`config.mk`:
```
export PLATFORM = sky130hd
export DESIGN_NAME = kbd_ctrl
export DESIGN_NICKNAME = d
export VERILOG_FILES = /design/src/rtl/kbd_pkg.sv /design/src/rtl/kbd_ctrl_ps2_rx.sv /design/src/rtl/kbd_ctrl.sv
export SDC_FILE = /design/constraint.sdc
export NUM_CORES = 1
export LEC_CHECK = 0
export CORE_MARGIN = 2
export CORE_UTILIZATION = 49
export CTS_BUF_LIST = sky130_fd_sc_hd__clkbuf_16
export DETAILED_ROUTE_END_ITERATION = 8
export HOLD_SLACK_MARGIN = 0.03
export PLACE_DENSITY = 0.71
export SLEW_MARGIN = 30
export SYNTH_ARGS = -nofsm -noshare
export SYNTH_HDL_FRONTEND = slang
export SYNTH_SLANG_ARGS = --single-unit
export TNS_END_PERCENT = 50
```
`constraint.sdc`:
```
create_clock -name clk -period 4.2 [get_ports clk]
set_clock_uncertainty 0.1 [all_clocks]
set_input_delay 1.26 -clock clk [delete_from_list [all_inputs] [get_ports clk]]
set_output_delay 1.26 -clock clk [all_outputs]
set_load 0.005 [all_outputs]
```
`src/rtl/kbd_pkg.sv`:
```
// kbd_pkg: shared definitions for the PS/2 keyboard front end.
//   - Scan code set 2 constants for the bound keys and the prefix/BAT bytes.
//   - Receiver state enum used by ps2_rx.
//   - Key table (code + extended flag per held-flag slot) used by kbd_ctrl.
package kbd_pkg;

  typedef enum logic [1:0] {
    ST_IDLE,
    ST_DATA,
    ST_PARITY,
    ST_STOP
  } ps2_state_t;

  localparam logic [7:0] SC_A     = 8'h1C;
  localparam logic [7:0] SC_D     = 8'h23;
  localparam logic [7:0] SC_W     = 8'h1D;
  localparam logic [7:0] SC_SPACE = 8'h29;
  localparam logic [7:0] SC_LEFT  = 8'h6B;  // E0-prefixed
  localparam logic [7:0] SC_RIGHT = 8'h74;  // E0-prefixed
  localparam logic [7:0] SC_UP    = 8'h75;  // E0-prefixed
  localparam logic [7:0] SC_EXT   = 8'hE0;
  localparam logic [7:0] SC_BRK   = 8'hF0;
  localparam logic [7:0] SC_BAT   = 8'hAA;

  // Held-flag slots: 0 A, 1 D, 2 W, 3 Space, 4 Left, 5 Right, 6 Up.
  localparam int NUM_KEYS = 7;
  localparam logic [NUM_KEYS*8-1:0] KEY_CODES =
    {SC_UP, SC_RIGHT, SC_LEFT, SC_SPACE, SC_W, SC_D, SC_A};
  localparam logic [NUM_KEYS-1:0] KEY_EXT = 7'b111_0000;

  // Odd parity over data plus parity bit holds when the total count of ones is odd.
  function automatic logic parity_ok(input logic [7:0] data, input logic par);
    return ^{data, par};
  endfunction

endpackage

```
`src/rtl/kbd_ctrl_ps2_rx.sv`:
```
// ps2_rx: PS/2 serial frame receiver.
//   clk, rst_n         : system clock, asynchronous active-low reset
//   ps2_clk, ps2_data  : raw connector lines (asynchronous)
//   rx_byte            : last correctly received byte
//   rx_valid           : one-cycle pulse when rx_byte updates
//   frame_err          : one-cycle pulse on start/parity/stop/timeout error
// Both lines are double-synchronised; ps2_clk is glitch-filtered and its
// falling edge becomes a one-cycle sample strobe.
module ps2_rx
  import kbd_pkg::*;
#(
  parameter int CLK_HZ     = 65_000_000,
  parameter int FILTER_LEN = 8,
  parameter int TIMEOUT_US = 2000
) (
  input  logic       clk,
  input  logic       rst_n,
  input  logic       ps2_clk,
  input  logic       ps2_data,
  output logic [7:0] rx_byte,
  output logic       rx_valid,
  output logic       frame_err
);

  localparam int TIMEOUT_CYC = CLK_HZ / 1_000_000 * TIMEOUT_US;
  localparam int TW          = $clog2(TIMEOUT_CYC) + 1;

  logic [1:0]            clk_sync_reg, data_sync_reg;
  logic [FILTER_LEN-1:0] hist_reg, hist_next;
  logic                  filt_reg, strobe_reg;

  ps2_state_t state_reg, state_next;
  logic [2:0] bit_cnt_reg, bit_cnt_next;
  logic [7:0] shift_reg, shift_next;
  logic       parity_reg, parity_next;
  logic [7:0] byte_reg, byte_next;
  logic       valid_reg, valid_next;
  logic       err_reg, err_next;
  logic [TW-1:0] tmo_reg, tmo_next;

  logic data_s;
  assign data_s = data_sync_reg[1];

  // Sample history of the synchronised clock, newest in bit 0.
  assign hist_next[0] = clk_sync_reg[1];
  for (genvar gi = 1; gi < FILTER_LEN; gi++) begin : g_hist
    assign hist_next[gi] = hist_reg[gi-1];
  end

  always_ff @(posedge clk or negedge rst_n) begin
    if (!rst_n) begin
      clk_sync_reg  <= 2'b11;
      data_sync_reg <= 2'b11;
      hist_reg      <= '1;
      filt_reg      <= 1'b1;
      strobe_reg    <= 1'b0;
    end else begin
      clk_sync_reg  <= {clk_sync_reg[0], ps2_clk};
      data_sync_reg <= {data_sync_reg[0], ps2_data};
      hist_reg      <= hist_next;
      strobe_reg    <= 1'b0;
      // The filtered level only flips once FILTER_LEN equal samples agree.
      if (filt_reg && (hist_reg == '0)) begin
        filt_reg   <= 1'b0;
        strobe_reg <= 1'b1;
      end else if (!filt_reg && (&hist_reg)) begin
        filt_reg <= 1'b1;
      end
    end
  end

  always_ff @(posedge clk or negedge rst_n) begin
    if (!rst_n) begin
      state_reg   <= ST_IDLE;
      bit_cnt_reg <= '0;
      shift_reg   <= '0;
      parity_reg  <= 1'b0;
      byte_reg    <= '0;
      valid_reg   <= 1'b0;
      err_reg     <= 1'b0;
      tmo_reg     <= '0;
    end else begin
      state_reg   <= state_next;
      bit_cnt_reg <= bit_cnt_next;
      shift_reg   <= shift_next;
      parity_reg  <= parity_next;
      byte_reg    <= byte_next;
      valid_reg   <= valid_next;
      err_reg     <= err_next;
      tmo_reg     <= tmo_next;
    end
  end

  always_comb begin
    state_next   = state_reg;
    bit_cnt_next = bit_cnt_reg;
    shift_next   = shift_reg;
    parity_next  = parity_reg;
    byte_next    = byte_reg;
    valid_next   = 1'b0;
    err_next     = 1'b0;
    tmo_next     = '0;

    if (!strobe_reg && (state_reg != ST_IDLE)) begin
      tmo_next = tmo_reg + 1'b1;
    end

    case (state_reg)
      ST_IDLE: begin
        if (strobe_reg) begin
          if (!data_s) begin
            state_next   = ST_DATA;
            bit_cnt_next = '0;
          end else begin
            err_next = 1'b1;
          end
        end
      end
      ST_DATA: begin
        if (strobe_reg) begin
          shift_next = {data_s, shift_reg[7:1]};
          if (bit_cnt_reg == 3'd7) begin
            state_next = ST_PARITY;
          end else begin
            bit_cnt_next = bit_cnt_reg + 3'd1;
          end
        end
      end
      ST_PARITY: begin
        if (strobe_reg) begin
          parity_next = data_s;
          state_next  = ST_STOP;
        end
      end
      ST_STOP: begin
        if (strobe_reg) begin
          if (data_s && parity_ok(shift_reg, parity_reg)) begin
            byte_next  = shift_reg;
            valid_next = 1'b1;
          end else begin
            err_next = 1'b1;
          end
          state_next = ST_IDLE;
        end
      end
      default: state_next = ST_IDLE;
    endcase

    // A strobe this cycle already reloaded the counter, so the timeout cannot
    // collide with a frame completion.
    if (!strobe_reg && (state_reg != ST_IDLE) && (tmo_reg == TW'(TIMEOUT_CYC - 1))) begin
      state_next = ST_IDLE;
      err_next   = 1'b1;
      tmo_next   = '0;
    end
  end

  assign rx_byte   = byte_reg;
  assign rx_valid  = valid_reg;
  assign frame_err = err_reg;

endmodule

```
`src/rtl/kbd_ctrl.sv`:
```
// kbd_ctrl: PS/2 keyboard front end producing held-key movement levels.
//   clk, rst_n          : system clock, asynchronous active-low reset
//   ps2_clk, ps2_data   : raw PS/2 connector lines
//   stepleft            : A or Left held
//   stepright           : D or Right held
//   stepjump            : W, Space or Up held
//   rx_byte/rx_valid    : last good byte and its update pulse
//   frame_err           : receive error pulse
// Decodes scan code set 2 make/break sequences (E0 / F0 prefixes) into one
// held flag per bound key; 0xAA (self-test pass after hot-plug) drops all keys.
module kbd_ctrl
  import kbd_pkg::*;
#(
  parameter int CLK_HZ     = 65_000_000,
  parameter int FILTER_LEN = 8,
  parameter int TIMEOUT_US = 2000
) (
  input  logic       clk,
  input  logic       rst_n,
  input  logic       ps2_clk,
  input  logic       ps2_data,
  output logic       stepleft,
  output logic       stepright,
  output logic       stepjump,
  output logic [7:0] rx_byte,
  output logic       rx_valid,
  output logic       frame_err
);

  ps2_rx #(
    .CLK_HZ    (CLK_HZ),
    .FILTER_LEN(FILTER_LEN),
    .TIMEOUT_US(TIMEOUT_US)
  ) u_rx (
    .clk      (clk),
    .rst_n    (rst_n),
    .ps2_clk  (ps2_clk),
    .ps2_data (ps2_data),
    .rx_byte  (rx_byte),
    .rx_valid (rx_valid),
    .frame_err(frame_err)
  );

  logic ext_reg, ext_next;
  logic brk_reg, brk_next;
  logic clr_all, key_ev;
  logic [NUM_KEYS-1:0] match, held_reg, held_next;
  logic left_reg, right_reg, jump_reg;

  always_comb begin
    ext_next = ext_reg;
    brk_next = brk_reg;
    clr_all  = 1'b0;
    key_ev   = 1'b0;
    if (frame_err) begin
      ext_next = 1'b0;
      brk_next = 1'b0;
    end else if (rx_valid) begin
      case (rx_byte)
        SC_EXT: ext_next = 1'b1;
        SC_BRK: brk_next = 1'b1;
        SC_BAT: begin
          ext_next = 1'b0;
          brk_next = 1'b0;
          clr_all  = 1'b1;
        end
        default: begin
          // Any key code, bound or not, ends the prefix sequence.
          ext_next = 1'b0;
          brk_next = 1'b0;
          key_ev   = 1'b1;
        end
      endcase
    end
  end

  for (genvar gi = 0; gi < NUM_KEYS; gi++) begin : g_key
    assign match[gi] = (rx_byte == KEY_CODES[gi*8 +: 8]) && (ext_reg == KEY_EXT[gi]);
    assign held_next[gi] = clr_all ? 1'b0 :
                           (key_ev && match[gi]) ? !brk_reg : held_reg[gi];
  end

  always_ff @(posedge clk or negedge rst_n) begin
    if (!rst_n) begin
      ext_reg   <= 1'b0;
      brk_reg   <= 1'b0;
      held_reg  <= '0;
      left_reg  <= 1'b0;
      right_reg <= 1'b0;
      jump_reg  <= 1'b0;
    end else begin
      ext_reg   <= ext_next;
      brk_reg   <= brk_next;
      held_reg  <= held_next;
      // Registered from the next-state flags so the outputs move on the
      // cycle right after rx_valid.
      left_reg  <= held_next[0] | held_next[4];
      right_reg <= held_next[1] | held_next[5];
      jump_reg  <= held_next[2] | held_next[3] | held_next[6];
    end
  end

  assign stepleft  = left_reg;
  assign stepright = right_reg;
  assign stepjump  = jump_reg;

endmodule

```
==> results of run 1 <==
==> final timing paths <==
| path | depth (start not counted) | slack, ns | end | startpoint |
|---|---|---|---|---|
| worst min-delay path | 0 | 0.26 | u_rx.clk_sync_reg[1]$_DFF_PN1_ | u_rx.clk_sync_reg[0]$_DFF_PN1_ |
| min in group asynchronous | 2 | 1.00 | u_rx.shift_reg[4]$_DFFE_PN0P_ | rst_n |
| worst max-delay path | 1 | 1.49 | rx_byte[6] | u_rx.rx_byte[6]$_DFFE_PN0P_ |
| max in group asynchronous | 2 | 2.44 | u_rx.rx_byte[0]$_DFFE_PN0P_ | rst_n |
| worst max register to register | 5 | 2.06 | stepjump$_DFF_PN0_ | u_rx.frame_err$_DFF_PN0_ |
| worst min register to register | 0 | 0.26 | u_rx.clk_sync_reg[1]$_DFF_PN1_ | u_rx.clk_sync_reg[0]$_DFF_PN1_ |
==> routing by layer <==
layer  vias up  global-route usage  share of wire  routed length (um)
li1        947                   -              -                   -
met1       912               0.214           0.49                2500
met2        27               0.233           0.46                2310
met3        13              0.0328          0.025                 127
met4         0               0.104          0.026                 130
met5         -                   0              0                   0
==> through the flow <==
| step | hold WS [ns] | area [um^2] |
|---|---|---|
| after floorplan | 0.245 | 3050 |
| after global placement | 0.246 | 3280 |
| after detailed placement | 0.248 | 3280 |
| after CTS | 0.256 | 3570 |
| after global routing | 0.260 | 3570 |
| final | 0.255 | 3570 |
==> power groups by stage <==
| stage | clock [mW] | sequential (mW) | combinational (mW) |
|---|---|---|---|
| 2_1_floorplan | 0 | 0.725 | 0.139 |
| 3_3_place_gp | 0 | 0.731 | 0.181 |
| 3_5_place_dp | 0 | 0.731 | 0.185 |
| 4_1_cts | 0.731 | 0.722 | 0.186 |
| 5_1_grt | 0.763 | 0.726 | 0.216 |
| 6_report | 0.712 | 0.723 | 0.182 |
==> Yosys cell counts, types with 3 or more instances <==
| cell | number |
|---|---|
| nor2b_1 | 3 |
| dfstp_2 | 13 |
| nor2_1 | 31 |
| o21ai_0 | 6 |
| mux2_2 | 11 |
| inv_1 | 6 |
| and4_1 | 3 |
| clkbuf_1 | 4 |
| nand4b_1 | 4 |
| dfrtp_1 | 55 |
| nand4_1 | 9 |
| nor3_1 | 8 |
| a21oi_1 | 6 |
| nand3_1 | 5 |
| xor2_1 | 14 |
| nand2_1 | 14 |
| and3_1 | 4 |
| ha_1 | 7 |
| mux2i_1 | 4 |
| mux2_4 | 6 |
| o21bai_1 | 3 |
| xnor2_1 | 7 |
==> final cells by class <==
class,count,area (um^2)
Clock inverter,7,61.3
Clock buffer,9,225
Sequential cell,68,1720
Fill cell,486,2390
Tap cell,75,93.8
Timing Repair Buffer,17,163
Multi-Input combinational cell,175,1280
Inverter,6,22.5
==> placed cells by master, fill, tap and decap left out, types with 2 or more instances in the layout <==
cell type	synthesis	routed
dfrtp_1	55	55
nor2_1	31	31
clkdlybuf4s50_1	0	15
nand2_1	14	14
xor2_1	14	14
dfstp_2	13	13
mux2_2	11	11
nand4_1	9	9
clkbuf_16	0	9
inv_1	6	8
nor3_1	8	8
xnor2_1	7	7
ha_1	7	7
a21oi_1	6	6
o21ai_0	6	6
mux2_4	6	6
nand3_1	5	5
and3_1	4	4
nand4b_1	4	4
mux2i_1	4	4
and4_1	3	3
nor2b_1	3	3
o21bai_1	3	3
nor4_1	2	2
nand3b_1	2	2
a22o_1	2	2
nand2b_1	2	2
a211oi_1	2	2
clkinvlp_4	0	2
==> cell families after synthesis <==
group	share of synthesized area
xor gates and xnor gates	0.0730
buffers and inverters	0.0156
muxes	0.0833
adders and majority gates	0.0287
AOI/OAI and AO/OA	0.0575
and+or+nand+nor	0.178
DFF	0.563
==> metrics.csv, run 1 <==
stage;metric;value;unit
status;run_status;finished, final reports clean;
cts;post_cts_resized;0;
power_and_ir_drop;p_seq_frac;0.447;
timing;layout_setup_ws;1.49;ns
power_and_ir_drop;power_share_of_the_combinational_group;0.113;
timing;min_period;2.71;ns
grt;grt_antenna_before_repair;0;
cts;post-cts-setup-buffer-count;0;
timing;max-slew-margin-rel;0.453;
floorplan;die-area;6870;um^2
routing;post-route-drc-count;0;
logic_synthesis;synthTopCellsByArea;dfrtp_1 (45%), dfstp_2 (11%), mux2_2 (4.1%), xor2_1 (4.0%), nor2_1 (3.8%);
floorplan;floorplan.initialDensity;0.512;
logic_synthesis;syn-mean-instance-area;12.0;um^2
routing;drtIter0Drc;100;
grt;grt_util_all_layers;0.159;
routing;drt_pass1_iterations;4;
routing;wl_per_cell;14.2;um
power_and_ir_drop;p_sw_frac;0.253;
cts;numCtsBuffers;9;
logic_synthesis;postSynth.asyncResetShare;1.00;
placed_design;finalWeightedCongestion;0.757;
routing;route.final.wire_length;5060;um
grt;grt_max_degree;69;
finish;final_std_cells_w_o_fill;357;
job;drv_cap;0;
logic_synthesis;yosys.cell_types.count;48;
power_and_ir_drop;power_leakage;1.64;nW
grt;grt_pass1_vias;1830;
timing;worst_slew_pin_slew;0.821;ns
timing;setup_viol_count_final;0;
timing;fmaxAchievable;0.369;GHz
finish;antenna-diode-count;0;
grt;globalRouteOverflowTotal;0;
cts;worstSkewPairLatency;0.33;ns
power_and_ir_drop;vdd.ir_drop.worst;260;uV
power_and_ir_drop;p_total;1.62;mW
floorplan;die_height;82.9;um
cts;cts.reportedPaths.clkPinSlew;0.05;ns
logic_synthesis;synthesis.yosys.warnings;0;
logic_synthesis;synth_top_area_cell;dfrtp_1;
worst_setup_path;cpLargestDelayFamily;buffers and inverters;
finish;final_core_utilization;0.599;
worst_setup_path;critical_path.startpoint_type;register;
grt;global_route_wire_length_before_repair;8650;um
logic_synthesis;synth.yosys.seq_area_share;0.563;
routing;antenna_left;0;
placed_design;pre_cts_slack;1.82;ns
cts;ctsLongestPathBuffers;2;
timing;period_share;0.646;
cts;holdBufCountCts;0;
logic_synthesis;synthesis.instances;255;
logic_synthesis;synth_ff_type;dfrtp_1;
cts;cts_htree_levels;3;
routing;avgViaCountPerCell;5.32;
floorplan;coreArea;5960;um^2
timing;final_hold_viol_count;0;
placed_design;portBuffers;16;
worst_setup_path;max_stage_delay;0.55;ns
placed_design;placedCellCount;341;
worst_setup_path;cp_slowest_cell;clkdlybuf4s50_1;
timing;rsz0062_at_grt;no;
worst_setup_path;worst_ep_arrival_time;1.35;ns
worst_setup_path;critical_path.max_fanout;8;
logic_synthesis;synthesized_netlist_net_count;266;
routing;detailroute.via_count;1899;
finish;area_growth_syn_to_layout;17.0;%
power_and_ir_drop;power.switching;0.408;mW
finish;largest_register_ff_count;18;
worst_setup_path;timing.critical_path.buf_inv;1;
worst_setup_path;crit_required;2.84;ns
logic_synthesis;mappedNetlistArea;3050;um^2
logic_synthesis;synth_enable_flop_cells;0;
logic_synthesis;synth.ff_latch_count;68;
power_and_ir_drop;powerDensity;453;nW/um^2
timing;final_max_tran_viols;0;
floorplan;floorplan.io_pins;17;
timing;final_tns_setup;0;ns
worst_setup_path;timing.critical_path.cells;clkdlybuf4s50_1;
hold_path;hold_path.class;reg2reg;
placed_design;detailed_place_hpwl;3360;um
power_and_ir_drop;clkPwrFrac;0.440;
worst_setup_path;worst_setup_path_end_kind;primary output;
cts;cts_sinks;68;
cts;ctsRootBufferMaster;clkbuf_16;
floorplan;die_boundary_width;82.9;um
finish;post_route_cells_drive_above_1_share;0.177;
power_and_ir_drop;int_pwr;1.21;mW
finish;nets;288;
floorplan;fp-row-count;28;
cts;tritoncts;yes;
worst_setup_path;critPathKind;reg2out;
logic_synthesis;synthDominantCellAreaShare;0.451;
No activity file was read; power rests on OpenSTA's default activity.
==> inputs of run 2 (changes only) <==
==> constraint.sdc (replaced) <==
create_clock -name clk -period 2.8 [get_ports clk]
set_clock_uncertainty 0.1 [all_clocks]
set_input_delay 0.84 -clock clk [delete_from_list [all_inputs] [get_ports clk]]
set_output_delay 0.84 -clock clk [all_outputs]
set_load 0.005 [all_outputs]
==> run 2 against run 1 <==
Against the previous run: setup slack lost 1.0 ns; non-clock buffer count increased by 1; largest cell class unchanged; combinational power up 59%; clock-buffer cell count unchanged; die area unchanged; clock power grew 62%; largest power group is now the clock network; utilization up 0.69 points; power increased by 56%; critical path type unchanged; cell count up 0.28%; hold slack lost 0.0011 ns.
==> metrics.csv, run 2 (synthesis results as in run 1) <==
stage;metric;value;unit
finish;largest_register_ff_count;18;
timing;period_share;0.833;
grt;grt_util_all_layers;0.167;
hold_path;holdPathEnd;u_rx.clk_sync_reg[1]$_DFF_PN1_;
worst_setup_path;r2r.worst_path.cells;5;
worst_setup_path;cpLargestDelayFamily;buffers and inverters;
floorplan;die_boundary_width;82.9;um
power_and_ir_drop;p_total;2.52;mW
placed_design;finalWeightedCongestion;0.762;
power_and_ir_drop;powerDensity;698;nW/um^2
worst_setup_path;reg2reg_setup_slack;0.69;ns
cts;ctsRootBufferMaster;clkbuf_16;
worst_setup_path;critical_path.startpoint;u_rx.rx_byte[6]$_DFFE_PN0P_;
floorplan;die_height;82.9;um
power_and_ir_drop;vdd.ir_drop.worst;430;uV
worst_setup_path;timing.critical_path.cells;clkdlybuf4s50_1;
grt;globalRouteOverflowTotal;0;
cts;post_cts_resized;0;
routing;route.final.wire_length;5250;um
timing;worst_slew_pin_slew;0.617;ns
placed_design;portBuffers;16;
routing;detailroute.via_count;1908;
timing;fmaxAchievable;0.429;GHz
grt;grt_pass1_vias;1923;
cts;cts.reportedPaths.clkPinSlew;0.05;ns
hold_path;hold_path.class;reg2reg;
worst_setup_path;critical_path.reg2reg.endpoint;u_rx.rx_byte[3]$_DFFE_PN0P_;
hold_path;timing.hold.worst_path_depth;0;
timing;min_period;2.33;ns
worst_setup_path;critPathKind;reg2out;
worst_setup_path;worst_ep_arrival_time;1.39;ns
finish;final_common_cell;dfrtp_1;
worst_setup_path;worst_r2r_startpoint;u_rx.shift_reg[5]$_DFFE_PN0P_;
worst_setup_path;critical_path.startpoint_type;register;
worst_setup_path;cp_slowest_cell;clkdlybuf4s50_1;
floorplan;die-area;6870;um^2
routing;wl_per_cell;14.7;um
finish;nets;289;
cts;cts_sinks;68;
routing;drt_pass1_iterations;4;
job;drv_cap;0;
worst_setup_path;max_stage_delay;0.57;ns
cts;post-cts-setup-buffer-count;0;
hold_path;hp-start;u_rx.clk_sync_reg[0]$_DFF_PN1_;
routing;drtIter0Drc;54;
grt;grt_antenna_before_repair;0;
grt;grt_max_degree;44;
routing;antenna_left;0;
finish;layout.cells.most_common_list;dfrtp_1 (55), nor2_1 (31), clkdlybuf4s50_1 (15), nand2_1 (14), xor2_1 (14);
worst_setup_path;critical_path.max_fanout;8;
floorplan;floorplan.initialDensity;0.512;
timing;final_max_tran_viols;0;
routing;post-route-drc-count;0;
floorplan;floorplan.io_pins;17;
cts;cts_htree_levels;3;
floorplan;coreArea;5960;um^2
timing;final_hold_viol_count;0;
power_and_ir_drop;power_leakage;1.66;nW
status;run_status;finished, final reports clean;
timing;rsz0062_at_grt;no;
grt;global_route_wire_length_before_repair;9190;um
timing;max-slew-margin-rel;0.588;
routing;avgViaCountPerCell;5.33;
cts;holdBufCountCts;0;
finish;antenna-diode-count;0;
cts;numCtsBuffers;9;
cts;worstSkewPairLatency;0.32;ns
placed_design;detailed_place_hpwl;3600;um
timing;setup_viol_count_final;0;
timing;final_tns_setup;0;ns
finish;post_route_cells_drive_above_1_share;0.177;
cts;ctsLongestPathBuffers;2;
worst_setup_path;worst_setup_path_end_kind;primary output;
finish;area_growth_syn_to_layout;18.3;%
floorplan;fp-row-count;28;
worst_setup_path;timing.critical_path.buf_inv;1;
cts;tritoncts;yes;
worst_setup_path;crit_required;1.86;ns
==> run 2: changes by cell type in the layout (fill, tap and decap cells not counted) <==
cell,previous run,this run
inv_1,8,7
bufinv_16,1,2
clkinv_1,1,3
buf_12,0,1
clkinv_2,1,0
clkinvlp_4,2,1
==> run 2: worst max-delay path by stage <==
| stage | cells past startpoint | to |
|---|---|---|
| 2_1_floorplan | 5 | u_rx.rx_byte[0]$_DFFE_PN0P_ |
| 3_3_place_gp | 5 | u_rx.rx_byte[0]$_DFFE_PN0P_ |
| 3_5_place_dp | 5 | u_rx.rx_byte[3]$_DFFE_PN0P_ |
| 4_1_cts | 1 | rx_byte[6] |
| 5_1_grt | 1 | rx_byte[6] |
| 6_report | 1 | rx_byte[6] |
==> run 2: layout make-up <==
type / count / area [um^2]
clock buffer: 9 / 225
multi-input combinational: 175 / 1280
inverter: 6 / 22.5
timing repair buffer: 18 / 183
clock inverter: 7 / 82.6
sequential: 68 / 1720
tap: 75 / 93.8
fill: 482 / 2350
==> run 2: report_power, final <==
| group | internal (mW) | switching, mW |
|---|---|---|
| clock | 0.766 | 0.381 |
| sequential | 1.04 | 0.0398 |
| combinational | 0.0967 | 0.193 |
| total | 1.90 | 0.614 |
==> run 2: per-layer routing <==
metal | wire length (um) | up-vias | part of all wire | global-route usage
met5 | 0 | - | 0 | 0
met4 | 80 | 0 | 0.015 | 0.0671
met3 | 154 | 9 | 0.029 | 0.0447
met2 | 2660 | 26 | 0.51 | 0.277
met1 | 2360 | 921 | 0.45 | 0.208
li1 | - | 952 | - | -
==> run 2: metrics by stage <==
step                instance area, um^2  cells  hold slack [ns]   util  setup WS, ns
floorplan                          3050    255            0.245      -         0.835
global placement                   3300    342            0.246  0.554         0.763
detailed placement                 3300    342            0.247  0.554         0.707
CTS                                3610    358            0.253  0.606         0.461
global route                       3610    358            0.260  0.606         0.420
finish                             3610    358            0.254  0.606         0.467
==> inputs of run 3 (changes only) <==
==> constraint.sdc (replaced) <==
create_clock -name clk -period 2.2 [get_ports clk]
set_clock_uncertainty 0.1 [all_clocks]
set_input_delay 0.66 -clock clk [delete_from_list [all_inputs] [get_ports clk]]
set_output_delay 0.66 -clock clk [all_outputs]
set_load 0.005 [all_outputs]
==> run 3 against run 2 <==
Against the previous run: global-route usage increased by 0.66 points; clock power up 9%; die area unchanged; clock-buffer cell count did not move; via count increased by 4.2%; cell count up 2.8%; non-clock buffer count up 9; utilization increased by 0.59 points; sequential power rose by 28%; hold slack worse by 0.055 ns; setup slack worse by 0.41 ns; power is 20% higher; highest routed layer unchanged.
==> metrics.csv, run 3 (synthesis results as in run 1) <==
stage;metric;value;unit
status;run_status;finished, final reports clean;
timing;setup_viol_count_final;0;
worst_setup_path;worst_r2r_startpoint;u_rx.shift_reg[1]$_DFFE_PN0P_;
placed_design;detailed_place_hpwl;3730;um
worst_setup_path;critical_path.reg2reg.endpoint;u_rx.rx_byte[0]$_DFFE_PN0P_;
grt;global_route_wire_length_before_repair;9410;um
grt;grt_pass1_vias;2031;
placed_design;placedCellCount;350;
finish;largest_register_ff_count;18;
timing;min_period;2.14;ns
routing;wl_per_cell;14.6;um
floorplan;die_height;82.9;um
worst_setup_path;cp_slowest_cell;clkdlybuf4s50_1;
power_and_ir_drop;power_leakage;1.70;nW
worst_setup_path;max_stage_delay;0.56;ns
worst_setup_path;critical_path.startpoint_type;register;
worst_setup_path;cpLargestDelayFamily;buffers and inverters;
power_and_ir_drop;p_total;3.02;mW
finish;antenna-diode-count;0;
floorplan;die_boundary_width;82.9;um
worst_setup_path;reg2reg_setup_slack;0.12;ns
cts;cts_htree_levels;3;
grt;globalRouteMet3Util;0.0586;
timing;layout_setup_ws;0.0597;ns
power_and_ir_drop;vdd.ir_drop.worst;532;uV
grt;groute.layer.met2.usage;0.270;
worst_setup_path;timing.critical_path.cells;clkdlybuf4s50_1;
grt;grt_max_degree;28;
finish;multi_input_logic_area;1300;um^2
routing;post-route-drc-count;0;
floorplan;die-area;6870;um^2
cts;tritoncts;yes;
floorplan;floorplan.io_pins;17;
routing;route.final.wire_length;5390;um
timing;final_max_tran_viols;0;
worst_setup_path;r2r.worst_path.cells;5;
finish;final_std_cells_w_o_fill;368;
finish;layout.filler_cells;491;
timing;final_hold_viol_count;0;
job;drv_cap;0;
power_and_ir_drop;powerDensity;830;nW/um^2
finish;post_route_cells_drive_above_1_share;0.208;
finish;nets;299;
floorplan;fp-row-count;28;
finish;final_common_cell;dfrtp_1;
grt;globalRouteOverflowTotal;0;
worst_setup_path;critPathKind;reg2out;
placed_design;finalWeightedCongestion;0.777;
routing;avgViaCountPerCell;5.40;
finish;area_growth_syn_to_layout;19.5;%
timing;worst_slew_pin_slew;0.501;ns
placed_design;pre_cts_slack;0.118;ns
timing;whs;0.199;ns
cts;cts.reportedPaths.clkPinSlew;0.05;ns
cts;numCtsBuffers;9;
floorplan;floorplan.initialDensity;0.512;
routing;detailroute.via_count;1988;
placed_design;portBuffers;16;
finish;sequential_cell_area;1720;um^2
grt;grt_util_all_layers;0.174;
finish;layout.cells.most_common_list;dfrtp_1 (55), nor2_1 (31), clkdlybuf4s50_1 (15), nand2_1 (14), xor2_1 (14);
routing;antenna_left;0;
worst_setup_path;crit_required;1.44;ns
grt;grt.met1_usage;0.217;
grt;grt_antenna_before_repair;0;
worst_setup_path;worst_ep_arrival_time;1.38;ns
timing;max-slew-margin-rel;0.666;
worst_setup_path;worst_setup_path_end_kind;primary output;
cts;worstSkewPairLatency;0.33;ns
timing;fmaxAchievable;0.467;GHz
floorplan;coreArea;5960;um^2
worst_setup_path;timing.critical_path.buf_inv;1;
finish;final_core_utilization;0.612;
timing;period_share;0.973;
routing;drt_pass1_iterations;4;
cts;post_cts_resized;0;
grt;grt_busiest_layer;met2;
hold_path;hold_path.class;in2async;
cts;ctsLongestPathBuffers;2;
cts;ctsRootBufferMaster;clkbuf_16;
cts;cts_sinks;68;
worst_setup_path;critical_path.max_fanout;8;
routing;drtIter0Drc;121;
==> run 3: cell count changes in the layout (fill, tap and decap cells not counted), sizes merged <==
| cell | change |
|---|---|
| buf | +9 |
| bufinv | -2 |
| nand4 | +1 |
| inv | +1 |
| clkinv | +1 |
==> run 3: cell type report <==
class,instances,share of cell area
sequential,68,0.471
multi-input combinational,176,0.356
timing repair buffer,27,0.0687
clock buffer,9,0.0618
tap,75,0.0258
clock inverter,7,0.0103
inverter,6,0.00618
==> run 3: per-stage QoR <==
stage          cell area [um^2]  setup TNS (ns)
5_1_grt                    3640        -0.00200
2_1_floorplan              3050               0
3_5_place_dp               3360               0
3_3_place_gp               3360               0
6_report                   3640               0
4_1_cts                    3620               0
==> run 3: worst reg2reg max path, stage by stage, from the launching register on <==
cell and delay (ns):
dfrtp_1 0.41, xnor2_1 0.17, xnor3_1 0.45, xnor2_2 0.27, nand4_4 0.21, mux2_4 0.35
==> run 3: metal layers <==
metal | up-vias | share of wire
met1 | 970 | 0.46
met4 | 0 | 0.026
met3 | 12 | 0.033
li1 | 970 | -
met5 | - | 0
met2 | 36 | 0.48
==> run 3: power breakdown <==
part / internal (mW) / total, mW / switching [mW]
Combinational: 0.154 / 0.399 / 0.245
Sequential: 1.33 / 1.38 / 0.0542
Clock: 0.746 / 1.25 / 0.501
==> run 3: what timing repair did <==
| action | CTS | global route |
|---|---|---|
| setup buffers | 0 | 1 |
| setup endpoints to repair | 0 | 5 |
| hold buffers | 0 | 0 |
==> run 3: worst max path at each step <==
stage                                       end  cells past startpoint  slack [ns]                           from
floorplan           u_rx.rx_byte[0]$_DFFE_PN0P_                      5        0.24  u_rx.shift_reg[1]$_DFFE_PN0P_
global placement    u_rx.rx_byte[2]$_DFFE_PN0P_                      5        0.16  u_rx.shift_reg[1]$_DFFE_PN0P_
detailed placement  u_rx.rx_byte[3]$_DFFE_PN0P_                      5        0.12  u_rx.shift_reg[1]$_DFFE_PN0P_
CTS                                  rx_byte[6]                      1        0.06    u_rx.rx_byte[6]$_DFFE_PN0P_
global route        u_rx.rx_byte[1]$_DFFE_PN0P_                      5      -0.002  u_rx.shift_reg[1]$_DFFE_PN0P_
finish                               rx_byte[6]                      1        0.06    u_rx.rx_byte[6]$_DFFE_PN0P_
